--- config.mk ---
export PLATFORM = sky130hd
export DESIGN_NAME = output_port_arbiter
export DESIGN_NICKNAME = d
export VERILOG_FILES = /design/src/rtl/noc_pkg.sv /design/src/rtl/rr_arbiter.sv /design/src/rtl/output_port_arbiter.sv
export SDC_FILE = /design/constraint.sdc
export NUM_CORES = 1
export LEC_CHECK = 0
export CORE_MARGIN = 3
export CORE_UTILIZATION = 37
export DETAILED_ROUTE_END_ITERATION = 12
export PLACE_DENSITY = 0.81
export SLEW_MARGIN = 20
export SYNTH_ARGS = -nofsm -noshare
export SYNTH_HDL_FRONTEND = slang
export SYNTH_HIERARCHICAL = 1
export SYNTH_SLANG_ARGS = --single-unit
--- constraint.sdc ---
create_clock -name clk -period 2.8 [get_ports clk]
set_clock_uncertainty 0.05 [all_clocks]
set_input_delay 0.28 -clock clk [delete_from_list [all_inputs] [get_ports clk]]
set_output_delay 0.28 -clock clk [all_outputs]
set_load 0.01 [all_outputs]
--- src/rtl/noc_pkg.sv ---
// rtl/noc_pkg.sv - shared mesh router constants and FSM state encoding
package noc_pkg;

  localparam int NUM_PORTS = 5;
  localparam int FLIT_W    = 32;

  // Flit control bits
  localparam int EOP_BIT = 30;
  localparam int BOP_BIT = 29;

  // Port indices
  localparam int P_EAST  = 0;
  localparam int P_WEST  = 1;
  localparam int P_NORTH = 2;
  localparam int P_SOUTH = 3;
  localparam int P_LOCAL = 4;

  typedef enum logic {
    ST_IDLE   = 1'b0,
    ST_LOCKED = 1'b1
  } state_t;

endpackage

--- src/rtl/rr_arbiter.sv ---
// rtl/rr_arbiter.sv - combinational round-robin pick starting at a pointer
//
// Ports:
//   req    in  NUM_IN  request vector
//   ptr    in  IDX_W   highest-priority index this cycle
//   winner out IDX_W   first set request at or after ptr, wrapping
//   any    out 1       at least one request is set
module rr_arbiter #(
  parameter int NUM_IN = 5,
  parameter int IDX_W  = 3
) (
  input  logic [NUM_IN-1:0] req,
  input  logic [IDX_W-1:0]  ptr,
  output logic [IDX_W-1:0]  winner,
  output logic              any
);

  logic found;

  // Two passes: first the indices at or above ptr, then wrap to the bottom.
  always_comb begin
    winner = '0;
    found  = 1'b0;
    any    = |req;
    for (int i = 0; i < NUM_IN; i++) begin
      if (!found && req[i] && (IDX_W'(i) >= ptr)) begin
        found  = 1'b1;
        winner = IDX_W'(i);
      end
    end
    for (int i = 0; i < NUM_IN; i++) begin
      if (!found && req[i]) begin
        found  = 1'b1;
        winner = IDX_W'(i);
      end
    end
  end

endmodule

--- src/rtl/output_port_arbiter.sv ---
// rtl/output_port_arbiter.sv - per-output wormhole arbiter with downstream credit tracking
//
// Ports:
//   clk, reset   rising-edge clock, synchronous active-high reset
//   req          per-input header request for this output
//   flit_in      head flit of each input, input i at [i*FLIT_W +: FLIT_W]
//   valid_in     head flit of input i is valid
//   grant        one-hot or zero; input pops its head flit when its bit is high
//   flit_out     registered output flit
//   valid_out    flit_out valid this cycle
//   credit_in    downstream freed one buffer slot
//   busy         output locked to an input
//   credit_err   sticky; credit returned while counter already full
module output_port_arbiter #(
  parameter int NUM_IN  = 5,
  parameter int FLIT_W  = 32,
  parameter int CREDITS = 4
) (
  input  logic                     clk,
  input  logic                     reset,
  input  logic [NUM_IN-1:0]        req,
  input  logic [NUM_IN*FLIT_W-1:0] flit_in,
  input  logic [NUM_IN-1:0]        valid_in,
  output logic [NUM_IN-1:0]        grant,
  output logic [FLIT_W-1:0]        flit_out,
  output logic                     valid_out,
  input  logic                     credit_in,
  output logic                     busy,
  output logic                     credit_err
);

  import noc_pkg::*;

  localparam int CW = $clog2(CREDITS + 1);
  localparam int IW = 3;
  localparam logic [CW-1:0] CREDITS_MAX = CW'(CREDITS);

  state_t            state, state_next;
  logic [IW-1:0]     owner, owner_next;
  logic [IW-1:0]     ptr, ptr_next;
  logic [IW-1:0]     winner;
  logic              any_req;
  logic [CW-1:0]     credits;
  logic [FLIT_W-1:0] owner_flit;
  logic              owner_valid;
  logic              xfer;

  rr_arbiter #(
    .NUM_IN (NUM_IN),
    .IDX_W  (IW)
  ) u_rr (
    .req    (req),
    .ptr    (ptr),
    .winner (winner),
    .any    (any_req)
  );

  // Select the owner's head flit and valid.
  always_comb begin
    owner_flit  = '0;
    owner_valid = 1'b0;
    for (int i = 0; i < NUM_IN; i++) begin
      if (owner == IW'(i)) begin
        owner_flit  = flit_in[i*FLIT_W +: FLIT_W];
        owner_valid = valid_in[i];
      end
    end
  end

  assign xfer = (state == ST_LOCKED) && owner_valid && (credits != '0);
  assign busy = (state == ST_LOCKED);

  always_comb begin
    grant = '0;
    for (int i = 0; i < NUM_IN; i++) begin
      if (xfer && (owner == IW'(i))) grant[i] = 1'b1;
    end
  end

  // Header is only locked here; it is popped in the first LOCKED cycle.
  always_comb begin
    state_next = state;
    owner_next = owner;
    ptr_next   = ptr;
    case (state)
      ST_IDLE: begin
        if (any_req) begin
          state_next = ST_LOCKED;
          owner_next = winner;
        end
      end
      ST_LOCKED: begin
        if (xfer && owner_flit[EOP_BIT]) begin
          state_next = ST_IDLE;
          ptr_next   = (owner == IW'(NUM_IN - 1)) ? '0 : owner + IW'(1);
        end
      end
      default: state_next = ST_IDLE;
    endcase
  end

  always_ff @(posedge clk) begin
    if (reset) begin
      state      <= ST_IDLE;
      owner      <= '0;
      ptr        <= '0;
      credits    <= CREDITS_MAX;
      flit_out   <= '0;
      valid_out  <= 1'b0;
      credit_err <= 1'b0;
    end else begin
      state     <= state_next;
      owner     <= owner_next;
      ptr       <= ptr_next;
      valid_out <= xfer;
      if (xfer) flit_out <= owner_flit;
      // A simultaneous transfer and credit return cancel out.
      case ({xfer, credit_in})
        2'b10: credits <= credits - CW'(1);
        2'b01: begin
          if (credits == CREDITS_MAX) credit_err <= 1'b1;
          else                        credits    <= credits + CW'(1);
        end
        default: ;
      endcase
    end
  end

endmodule

* Word-level counts from Yosys, hierarchy flattened *
Cells that the tools add are included.

cells by class
  magnitude comparators = 5
  equal/unequal tests = 8
  reduce and logical (&&, ||, !) cells = 39
  bitwise logic cells = 1
  $add $sub $neg = 3
  multiplexer cells = 39

operator list
  cell                                                 count
  two-way mux 32 bit                                   5
  two-way mux 3 bit                                    8
  logical AND 1 bit                                    22
  two-way mux 1 bit                                    22
  zero test 1 bit                                      9
  AND reduction 2 bit                                  4
  adder 3 x 1 -> 3 bit, second input constant          2
  equality test 3 x 2 -> 1 bit, second input constant  2
  equality test 3 bit, second input constant           2
  >= comparator 1 x 3 -> 1 bit, first input constant   2
  >= comparator 2 x 3 -> 1 bit, first input constant   2
  one-hot mux 3 bit (2 select lines)                   1
  OR reduction 5 bit                                   1
  two-way mux 2 bit                                    2
  equality test 3 x 1 -> 1 bit, second input constant  1
  >= comparator 3 bit, first input constant            1
  zero test 3 bit                                      1
  nonzero test 3 bit                                   1
  subtractor 3 x 1 -> 3 bit, second input constant     1
  equality test 2 x 1 -> 1 bit, second input constant  1
  equality test 2 bit, second input constant           1
  != test 2 bit, second input constant                 1
  one-hot mux 1 bit (2 select lines)                   1
  nonzero test 2 bit                                   1
  NOT 1 bit                                            1

storage, ports and cells
  register bits = 44
  input bits = 173
  word-level logic and storage cells = 102
  output and inout bits = 40

* Longest topological paths before layout *
Gate-level depths: netlist of run 1.

  word-level depth = 34
  depth in mapped cells = 11
  gate-level depth less buffers = 10

* By module *
Netlist of run 1, hierarchy kept.

modules (own cells, without submodules)
  module               times used  area an instance (um2)  cells each  seq. area each (um2)
  output_port_arbiter  1           3195.6                  446         880.8
  rr_arbiter           1           152.6                   24          0.0

* Worst setup path after synthesis of run 1 *
Ideal clock, no wire load.

  path type = reg-to-reg
  start point = register owner[0]
  end point = register credits[2]
  stages on the path, launching flop included = 12
  required time = 2.678 ns
  path buffers = 1
  arrival time = 2.323 ns
  library setup time = 0.072 ns
  clock period less this slack = 2.445 ns
  path slack = 0.355 ns
  path through = dfxtp_1 -> inv_1 -> ha_1 -> buf_4 -> and2_1 -> a21oi_1 -> a21o_1 -> nand2_1 -> fa_1 -> and3_1 -> mux2i_1 -> mux2i_1

between the ends
  longest elaborated chain between the ends = 11
  elaborated cells between the ends (all ways) = 18
  classes of those cells = 7 x eq/ne; 6 x mux; 5 x reduce/logical

RTL lines
  item                                                                 line                        RTL
  from (decl)                                                          output_port_arbiter.sv:39   logic [IW-1:0] owner, owner_next;
  from (signal assigned)                                               output_port_arbiter.sv:113  owner <= owner_next;
  zero test 3 bit                                                      output_port_arbiter.sv:63   if (owner == IW'(i)) begin
  two-way mux 1 bit (4 in a row)                                       output_port_arbiter.sv:63
  two-way mux 1 bit (*)                                                output_port_arbiter.sv:63
  logical AND 1 bit (*) (2 in a row)                                   output_port_arbiter.sv:70   assign xfer = (state == ST_LOCKED) && owner_valid && (credits != '0);
  equality test 2 x 1 -> 1 bit or equality test 2 bit (tied branches)  output_port_arbiter.sv:118  case ({xfer, credit_in})
  != test 2 bit (no line) or nonzero test 2 bit (tied branches)        --
  AND reduction 2 bit (no line)                                        --
  to (signal assigned)                                                 output_port_arbiter.sv:119  2'b10: credits <= credits - CW'(1);
  to (signal assigned)                                                 output_port_arbiter.sv:122  else credits <= credits + CW'(1);
  to (decl)                                                            output_port_arbiter.sv:43   logic [CW-1:0] credits;

Mark *: on every way between the ends. The rest lies on a longest branch, timed or not.
A chain may end at the register's enable or synchronous reset.

* Worst setup path in the final report of run 1 *
  start point = register owner[1]
  end point = output grant[0]

between the ends
  longest elaborated chain between the ends = 10
  elaborated cells between the ends (all ways) = 14
  classes of those cells = 4 x eq/ne; 6 x mux; 4 x reduce/logical

RTL lines
  item                            line                                                  RTL
  zero test 3 bit                 output_port_arbiter.sv:63, output_port_arbiter.sv:76
  two-way mux 1 bit (5 in a row)  output_port_arbiter.sv:63
  logical AND 1 bit (2 in a row)  output_port_arbiter.sv:70
  logical AND 1 bit (*)           output_port_arbiter.sv:76                             if (xfer && (owner == IW'(i))) grant[i] = 1'b1;
  two-way mux 1 bit (*)           output_port_arbiter.sv:76
  to (decl)                       output_port_arbiter.sv:24                             output logic [NUM_IN-1:0] grant,

Marked as above.

==> results.yml, run 1 <==
run:
  cap_violations: 0
outcome:
  status: "finished clean"
cts:
  worstSkewPairLatency_ns: 0.30
  numClockSinks: 44
  cts_root_buf: "clkbuf_8"
  cts_tree: "yes"
  cts-htree-levels: 2
  clk_pin_slew_ns: 0.09
  cts_buffers: 5
  cts_max_path_buffers: 2
synthesis:
  syn-num-nets: 649
  synth_top_area_share_pct: 26.31
  synth_warnings: 6
  synth_cell_type_count: 42
  syn_area_per_cell_sq_um: 7.124
  synthesis.area_sq_mm: 0.003348
  ys_ff_latch: 44
  async_reset_ff_share_pct: 0
  ys_seq_area_share_pct: 26.31
  synth_area_leader_cell: "dfxtp_1"
  synthFlopType: "dfxtp_1"
  synth_edf_count: 0
  synth_area_leaders: "dfxtp_1 26%, a21oi_1 15%, and3b_1 8.1%, a211oi_1 7.2%, a22oi_1 7.0%"
  netlist_instances: 470
placement:
  gp_congestion: 0.9344
  hpwlAfterDp_mm: 9.892
  io_buffers: 212
die:
  dieArea_sq_mm: 0.01023
  start_util_pct: 38.21
  die_h_um: 101.1
  die_w_um: 101.1
  io_pins: 213
  core-area_sq_mm: 0.008763
  rows: 34
setup_path:
  required_ns: 2.47
  end_kind: "output pin"
  crit_slowest_cell: "a2111o_1"
  slowest_delay_ns: 0.48
  critical-path-top-delay-family: "compound AO/OA/AOI/OAI gates"
  crit_path_max_fanout: 4
  arrival_ns: 2.30
  critical_path.startpoint_type: "register"
  crit_buf_inv: 3
  crit_chain: "inv_1 > ha_2 > nand3b_1 > a2111o_1 > a21oi_4 > buf_4 > and3_1 > dlygate4sd2_1"
  critPathKind: "register to output pin"
global_route:
  grt_max_degree: 65
  grt_use_total_pct: 22.89
  grt_pass1_wl_mm: 18.87
  antenna_found_initial: 0
  grt_pass1_vias: 3936
  grt-ovfl-total: 0
layout:
  syn_to_final_growth_pct: 70.37
  fin_nets: 844
  multi_input_area_sq_mm: 0.002165
  drive_above_1_share_pct: 7.207
  num_antenna_cells: 0
  seq_area_sq_um: 884.6
  n_fill_cell: 798
drt:
  drt_iter0_markers: 145
  first_pass_iters: 4
  wl_per_cell_um: 16.24
  postRouteAntennaNets: 0
  via_count: 4091
  drt-total-wl_mm: 12.57
  vias_per_cell: 5.286
  drc: 0
sta:
  setup_viol: 0
  fmax_ghz: 0.3800
  drv_slew: 0
  fin_tns_setup_ns: 0
  timing.final.crit_share_pct: 93.98
  slew-limit-headroom_pct: 56.78
  period_needed_ns: 2.631
  hold_viol: 0
  hold_ws_ns: 0.3877
  tightestPinTransition_ns: 0.6482
  rsz0062_at_grt: "no"
power_and_ir_drop:
  p_leak_nw: 2.284
  p_int_mw: 1.608
  powerDensity_mw_per_mm2: 415.8
  switching_power_mw: 0.7639
  irDropWorstVdd_v: 0.0002278
  comb_power_share_pct: 45.8
  power_mw: 2.372
  power_frac_clock_pct: 20.7
  switching_share_pct: 32.20
  seqPwrFrac_pct: 33.5
hold_path:
  hold_class: "input pin to register"
path summary, 6_finish.rpt:
path	endpoint	depth (start not counted)	slack (ns)	startpoint
worst min register to register	flit_out[30]$_SDFFE_PP0N_	2	0.43	flit_out[30]$_SDFFE_PP0N_
worst max register to register	credits[2]$_SDFFE_PP1P_	11	0.19	owner[0]$_SDFFE_PP0P_
worst min-delay path	valid_out$_SDFF_PP0_	2	0.39	reset
worst max-delay path	grant[0]	8	0.17	owner[1]$_SDFFE_PP0P_
state kept, by name, indices dropped and copies added, names as in the netlist:
name        flops
flit_out       32
credits         3
owner           3
ptr             3
busy            1
credit_err      1
valid_out       1
placed cells by master (no fill, tap or decap), types with 3 or more instances in the layout:
master / instances
dfxtp_2: 3
dfxtp_1: 41
nor2b_1: 5
nand2_1: 11
buf_4: 20
nor2_1: 48
nand3b_1: 3
a21oi_1: 101
ha_2: 4
and3_1: 3
nand2b_1: 5
mux2i_1: 4
and3b_1: 31
clkbuf_8: 5
clkdlybuf4s50_1: 207
inv_1: 37
o21ai_0: 33
a211oi_1: 32
a22oi_1: 31
repair_timing:
action                     4_1_cts  5_1_grt
setup endpoints to repair        4        3
buffers inserted                 2        3
resized for setup                5        4
hold buffers                     0        0
pin swaps                        2        3
stage by stage:
| step | util, % | instance area [sq um] | cells | setup slack (ns) |
|---|---|---|---|---|
| after global placement | 63.26 | 5544 | 761 | 0.1996 |
| final | 65.09 | 5704 | 774 | 0.1687 |
| after detailed placement | 63.26 | 5544 | 761 | 0.1656 |
| after CTS | 64.73 | 5673 | 771 | 0.01060 |
| after floorplan | - | 3348 | 470 | 0.3552 |
| after global routing | 65.09 | 5704 | 774 | 0.04311 |
final cells by class:
cell class,instances,share of cell area (%)
timing repair buffer,232,39.79
sequential,44,15.51
tap,108,2.369
inverter,37,2.435
clock buffer,5,1.206
clock inverter,3,0.7458
multi-input combinational,345,37.95
cell families after synthesis:
| kind of cell | count (synthesis) | share of synthesized area [%] |
|---|---|---|
| compound gates | 218 | 40.21 |
| fa+ha+maj | 6 | 2.466 |
| buf+inv | 81 | 9.454 |
| flops | 44 | 26.31 |
| mux | 6 | 2.093 |
| simple gates | 115 | 19.47 |
synth_stat cells (3+ instances only):
| cell | number |
|---|---|
| nand2_1 | 11 |
| clkbuf_1 | 36 |
| and2_1 | 3 |
| nand3b_1 | 3 |
| mux2i_1 | 4 |
| and3b_1 | 31 |
| a211oi_1 | 32 |
| a22oi_1 | 31 |
| nand2b_1 | 5 |
| a21oi_1 | 101 |
| o21ai_0 | 33 |
| buf_2 | 4 |
| dfxtp_1 | 44 |
| and3_1 | 3 |
| nor2_1 | 48 |
| inv_1 | 37 |
| ha_1 | 5 |
| nor2b_1 | 6 |
layer usage:
metal / vias to the layer above / track usage, % / routed length (um)
li1: 2083 / - / -
met1: 1826 / 28.12 / 4945
met2: 168 / 41.25 / 6500
met3: 14 / 4.221 / 954
met4: 0 / 5.317 / 171
met5: - / 0 / 0
power by group through the flow:
stage | Sequential (mW) | Clock, mW | Combinational, mW
2_1_floorplan | 0.830 | 0 | 0.503
3_3_place_gp | 0.800 | 0 | 1.04
3_5_place_dp | 0.807 | 0 | 1.07
4_1_cts | 0.794 | 0.503 | 1.08
5_1_grt | 0.811 | 0.537 | 1.18
6_report | 0.795 | 0.491 | 1.09
Note: power is estimated with default switching activity, not from simulation.
==> run 2: changes to the inputs <==
Settings changed: CORE_UTILIZATION 37 to 40, PLACE_DENSITY 0.81 to 0.87.
Clock period 2.8 ns to 3.35 ns, I/O delays scaled along.
==> run 2 against run 1 <==
Against the previous run: via count up 1.6%; total power down 16%; sequential power down 17%; combinational power down 18%; critical path depth down 1; cell count down 1.8%; global-route usage up 2.2 points; largest power group unchanged.
==> results.yml, run 2 (synthesized netlist as in run 1, its figures left out) <==
power_and_ir_drop:
  power_mw: 1.987
  switching_power_mw: 0.6307
  irDropWorstVdd_v: 0.0001794
  p_int_mw: 1.356
  seqPwrFrac_pct: 33.4
  p_leak_nw: 2.207
  switching_share_pct: 31.74
  powerDensity_mw_per_mm2: 352.6
  comb_power_share_pct: 44.9
  power_frac_clock_pct: 21.7
setup_path:
  required_ns: 2.96
  critical_path.startpoint_type: "register"
  crit_path_max_fanout: 8
  arrival_ns: 2.67
  crit_chain: "inv_1 > ha_1 > nor2b_1 > a2111o_1 > a21oi_4 > and3_1 > clkdlybuf4s50_1"
  slowest_delay_ns: 0.54
  critPathKind: "register to output pin"
  critical-path-top-delay-family: "compound AO/OA/AOI/OAI gates"
  crit_buf_inv: 2
  crit_slowest_cell: "clkdlybuf4s50_1"
  end_kind: "output pin"
placement:
  hpwlAfterDp_mm: 9.762
  pre_cts_ws_ns: 0.5544
  placed_cells: 752
  gp_congestion: 0.9397
  io_buffers: 212
sta:
  timing.final.crit_share_pct: 91.34
  period_needed_ns: 3.060
  hold_viol: 0
  setup_viol: 0
  drv_slew: 0
  rsz0062_at_grt: "no"
  fmax_ghz: 0.3268
  fin_ws_ns: 0.2901
  slew-limit-headroom_pct: 37.90
  tightestPinTransition_ns: 0.9314
  fin_tns_setup_ns: 0
cts:
  cts-htree-levels: 2
  clk_pin_slew_ns: 0.09
  cts_tree: "yes"
  cts_max_path_buffers: 2
  cts_root_buf: "clkbuf_8"
  cts.repair.resized: 0
  numClockSinks: 44
  cts_buffers: 5
  cts_hold_buf: 0
  worstSkewPairLatency_ns: 0.29
  cts_setup_buffers: 0
layout:
  largest_register_ff_count: 32
  fin_cells: 760
  num_antenna_cells: 0
  fin_nets: 836
  n_fill_cell: 649
  fin_util_pct: 71.09
  syn_to_final_growth_pct: 68.31
  final_cell_mix: "211 x clkdlybuf4s50_1, 101 x a21oi_1, 48 x nor2_1"
  drive_above_1_share_pct: 5.319
  layout_commonest_cell: "clkdlybuf4s50_1"
  regMostFlops: "flit_out"
drt:
  via_count: 4158
  drt_iter0_markers: 161
  postRouteAntennaNets: 0
  first_pass_iters: 5
  drt-total-wl_mm: 12.48
  wl_per_cell_um: 16.42
  vias_per_cell: 5.471
  drc: 0
outcome:
  status: "finished clean"
global_route:
  grt_use_total_pct: 25.07
  grt_pass1_wl_mm: 19.80
  grt_max_degree: 66
  grt-ovfl-total: 0
  antenna_found_initial: 0
  grt_pass1_vias: 4044
die:
  core-area_sq_mm: 0.007928
  die_w_um: 97.49
  rows: 32
  die_h_um: 97.49
  dieArea_sq_mm: 0.009504
  start_util_pct: 42.23
  io_pins: 213
hold_path:
  hold_class: "register to register"
run:
  cap_violations: 0
## run 2: changes by cell type in the layout (fill, tap and decap cells not counted), moves of 2 or more
cell	change
dlygate4sd2_1	-2
dfxtp_2	-3
ha_2	-2
ha_1	+2
dlymetal6s2s_1	-2
clkdlybuf4s50_1	+4
dfxtp_1	+3
buf_4	-8
## run 2: layout make-up
type                            count  area, sq um  share of cell area, %
Timing Repair Buffer              224         2207                  39.17
Sequential cell                    44        880.8                  15.63
Tap cell                          102        127.6                  2.265
Inverter                           37        138.9                  2.464
Clock inverter                      2        38.79                 0.6883
Clock buffer                        6        82.58                  1.465
Multi-Input combinational cell    345         2160                  38.32
## run 2: power by group through the flow
stage	Sequential (mW)	Combinational, mW	Clock, mW
floorplan	0.694	0.420	0
global placement	0.669	0.865	0
detailed placement	0.675	0.892	0
CTS	0.663	0.894	0.444
global route	0.675	0.977	0.461
finish	0.663	0.893	0.432
## run 2: path summary, 6_finish.rpt
path / cells after the start / endpoint / from / slack [ns]
hold reg to reg: 2 / flit_out[30]$_SDFFE_PP0N_ / flit_out[30]$_SDFFE_PP0N_ / 0.43
setup / recovery: 7 / grant[0] / owner[0]$_SDFFE_PP0P_ / 0.29
setup reg to reg: 11 / credits[2]$_SDFFE_PP1P_ / owner[0]$_SDFFE_PP0P_ / 0.52
hold / removal: 2 / flit_out[30]$_SDFFE_PP0N_ / flit_out[30]$_SDFFE_PP0N_ / 0.43
## run 2: stage by stage
step / instance area, sq um / hold WS, ns
after floorplan: 3348 / 0.4305
after global placement: 5514 / 0.4177
after detailed placement: 5514 / 0.4148
after CTS: 5635 / 0.4267
after global routing: 5635 / 0.4653
final: 5635 / 0.4283
## run 2: worst min-delay path, cell delays in order, from the launching register on
cell and delay [ns]:
dfxtp_1 0.33, nand2_1 0.05, a21oi_1 0.05
## run 2: per-layer routing
layer | share of wire [%] | track usage (%) | routed length, um
met5 | 0 | 0 | 0
met3 | 7.1 | 4.594 | 881
met1 | 39 | 29.38 | 4886
met4 | 3.3 | 10.12 | 415
met2 | 50 | 44.70 | 6296
==> run 3: changes to the inputs <==
Settings changed: CORE_ASPECT_RATIO from default to 1.25, MAX_ROUTING_LAYER from default to met4.
Clock period 3.35 ns to 3.7 ns, I/O delays scaled along.
==> run 3 against run 2 <==
Against the previous run: global-route usage increased by 2.7 points; first-iteration DRC count increased by 11%; count of clock-buffer cells in the layout did not move; routed wire length up 4.7%; critical path depth is the same; register-to-register slack gained 0.05 ns; core utilization is 1.1 points lower; clock power down 16%; via count is 2.0% higher; worst hold slack worse by 0.0094 ns; total power fell by 11%; largest cell class unchanged.
==> results.yml, run 3 (synthesized netlist as in run 1, its figures left out) <==
outcome:
  status: "finished clean"
placement:
  hpwlAfterDp_mm: 10.04
  gp_congestion: 0.9119
  io_buffers: 212
layout:
  final_cell_mix: "211 x clkdlybuf4s50_1, 101 x a21oi_1, 48 x nor2_1"
  syn_to_final_growth_pct: 66.74
  largest_register_ff_count: 32
  drive_above_1_share_pct: 4.587
  layout_commonest_cell: "clkdlybuf4s50_1"
  fin_nets: 832
  regMostFlops: "flit_out"
  num_antenna_cells: 0
cts:
  cts.repair.resized: 0
  cts-htree-levels: 2
  cts_root_buf: "clkbuf_8"
  cts_hold_buf: 0
  cts_max_path_buffers: 2
  cts_setup_buffers: 0
  clk_pin_slew_ns: 0.09
  cts_tree: "yes"
  numClockSinks: 44
  cts_buffers: 5
  worstSkewPairLatency_ns: 0.30
global_route:
  grt_use_total_pct: 27.73
  grt_pass1_wl_mm: 20.04
  antenna_found_initial: 0
  grt_most_used_layer: "met2"
  gr-usage-met3_pct: 5.945
  grt_pass1_vias: 4079
  grt_max_degree: 65
  use_met2_pct: 46.66
  grt-ovfl-total: 0
  gr-usage-met1_pct: 31.52
die:
  io_pins: 213
  dieArea_sq_mm: 0.009511
  rows: 36
  die_w_um: 87.83
  start_util_pct: 42.00
  die_h_um: 108.3
  core-area_sq_mm: 0.007973
drt:
  first_pass_iters: 5
  drt_iter0_markers: 178
  via_count: 4241
  drt-total-wl_mm: 13.07
  wl_per_cell_um: 17.45
  vias_per_cell: 5.662
  drc: 0
  postRouteAntennaNets: 0
sta:
  fmax_ghz: 0.2923
  timing.final.crit_share_pct: 92.45
  drv_slew: 0
  rsz0062_at_grt: "no"
  fin_tns_setup_ns: 0
  hold_ws_ns: 0.4189
  setup_viol: 0
  period_needed_ns: 3.421
  tightestPinTransition_ns: 0.8965
  hold_viol: 0
  slew-limit-headroom_pct: 40.23
setup_path:
  crit_chain: "inv_1 > ha_1 > nand3b_1 > a2111o_1 > a21oi_4 > and3_1 > clkdlybuf4s50_1"
  critPathKind: "register to output pin"
  crit_slowest_cell: "ha_1"
  crit_path_max_fanout: 19
  end_kind: "output pin"
  crit_buf_inv: 2
  arrival_ns: 3.00
  r2r_cells: 8
  cp.depth: 7
  required_ns: 3.28
  critical-path-top-delay-family: "compound AO/OA/AOI/OAI gates"
  critical_path.startpoint_type: "register"
  slowest_delay_ns: 0.62
run:
  cap_violations: 0
power_and_ir_drop:
  irDropWorstVdd_v: 0.0001783
  p_leak_nw: 2.180
  powerDensity_mw_per_mm2: 317.7
hold_path:
  whs_path_depth: 2
  hold_class: "register to register"
## run 3: cell count changes in the layout (fill, tap and decap cells not counted), sizes merged
cell / delta
buf: -4
## run 3: routing by layer
metal | vias up | wire length, um
met5 | - | 0
met4 | 0 | 482
met3 | 37 | 1116
met2 | 213 | 6715
met1 | 1926 | 4755
li1 | 2065 | -
## run 3: worst paths after layout
path                        startpoint                        end  slack (ns)
max              owner[0]$_SDFFE_PP0P_                   grant[1]        0.28
min          flit_out[30]$_SDFFE_PP0N_  flit_out[30]$_SDFFE_PP0N_        0.42
max reg2reg      owner[0]$_SDFFE_PP0P_        ptr[2]$_SDFFE_PP0P_        0.57
min reg2reg  flit_out[30]$_SDFFE_PP0N_  flit_out[30]$_SDFFE_PP0N_        0.42
## run 3: stage by stage
step / setup slack (ns) / instances / total power [mW] / util [%] / cell area [sq um]
final: 0.2792 / 749 / 1.774 / 70.03 / 5583
after global placement: 0.7260 / 741 / 1.392 / 68.68 / 5475
after detailed placement: 0.6460 / 741 / 1.418 / 68.68 / 5475
after global routing: 0.1695 / 749 / 1.885 / 70.03 / 5583
after floorplan: 1.255 / 470 / 1.009 / - / 3348
after CTS: 0.3262 / 749 / 1.782 / 70.03 / 5583
## run 3: layout make-up
type / instances / area (sq um)
multi-input cells: 345 / 2160
repair buffers: 220 / 2177
clock inverters: 2 / 35.03
well taps: 95 / 118.9
fillers: 673 / 2390
clock buffers: 6 / 72.57
flip-flops and latches: 44 / 880.8
inverters: 37 / 138.9
## run 3: tightest hold or removal path: stages, from the launching register on
cell and delay [ns]:
dfxtp_1 0.32, nand2_1 0.06, a21oi_1 0.05
## run 3: report_power, final
part | leakage, nW | switching, mW | internal [mW] | total [mW]
sequential | 0.361 | 0.0515 | 0.547 | 0.599
combinational | 1.76 | 0.356 | 0.454 | 0.810
clock | 0.0552 | 0.164 | 0.201 | 0.365
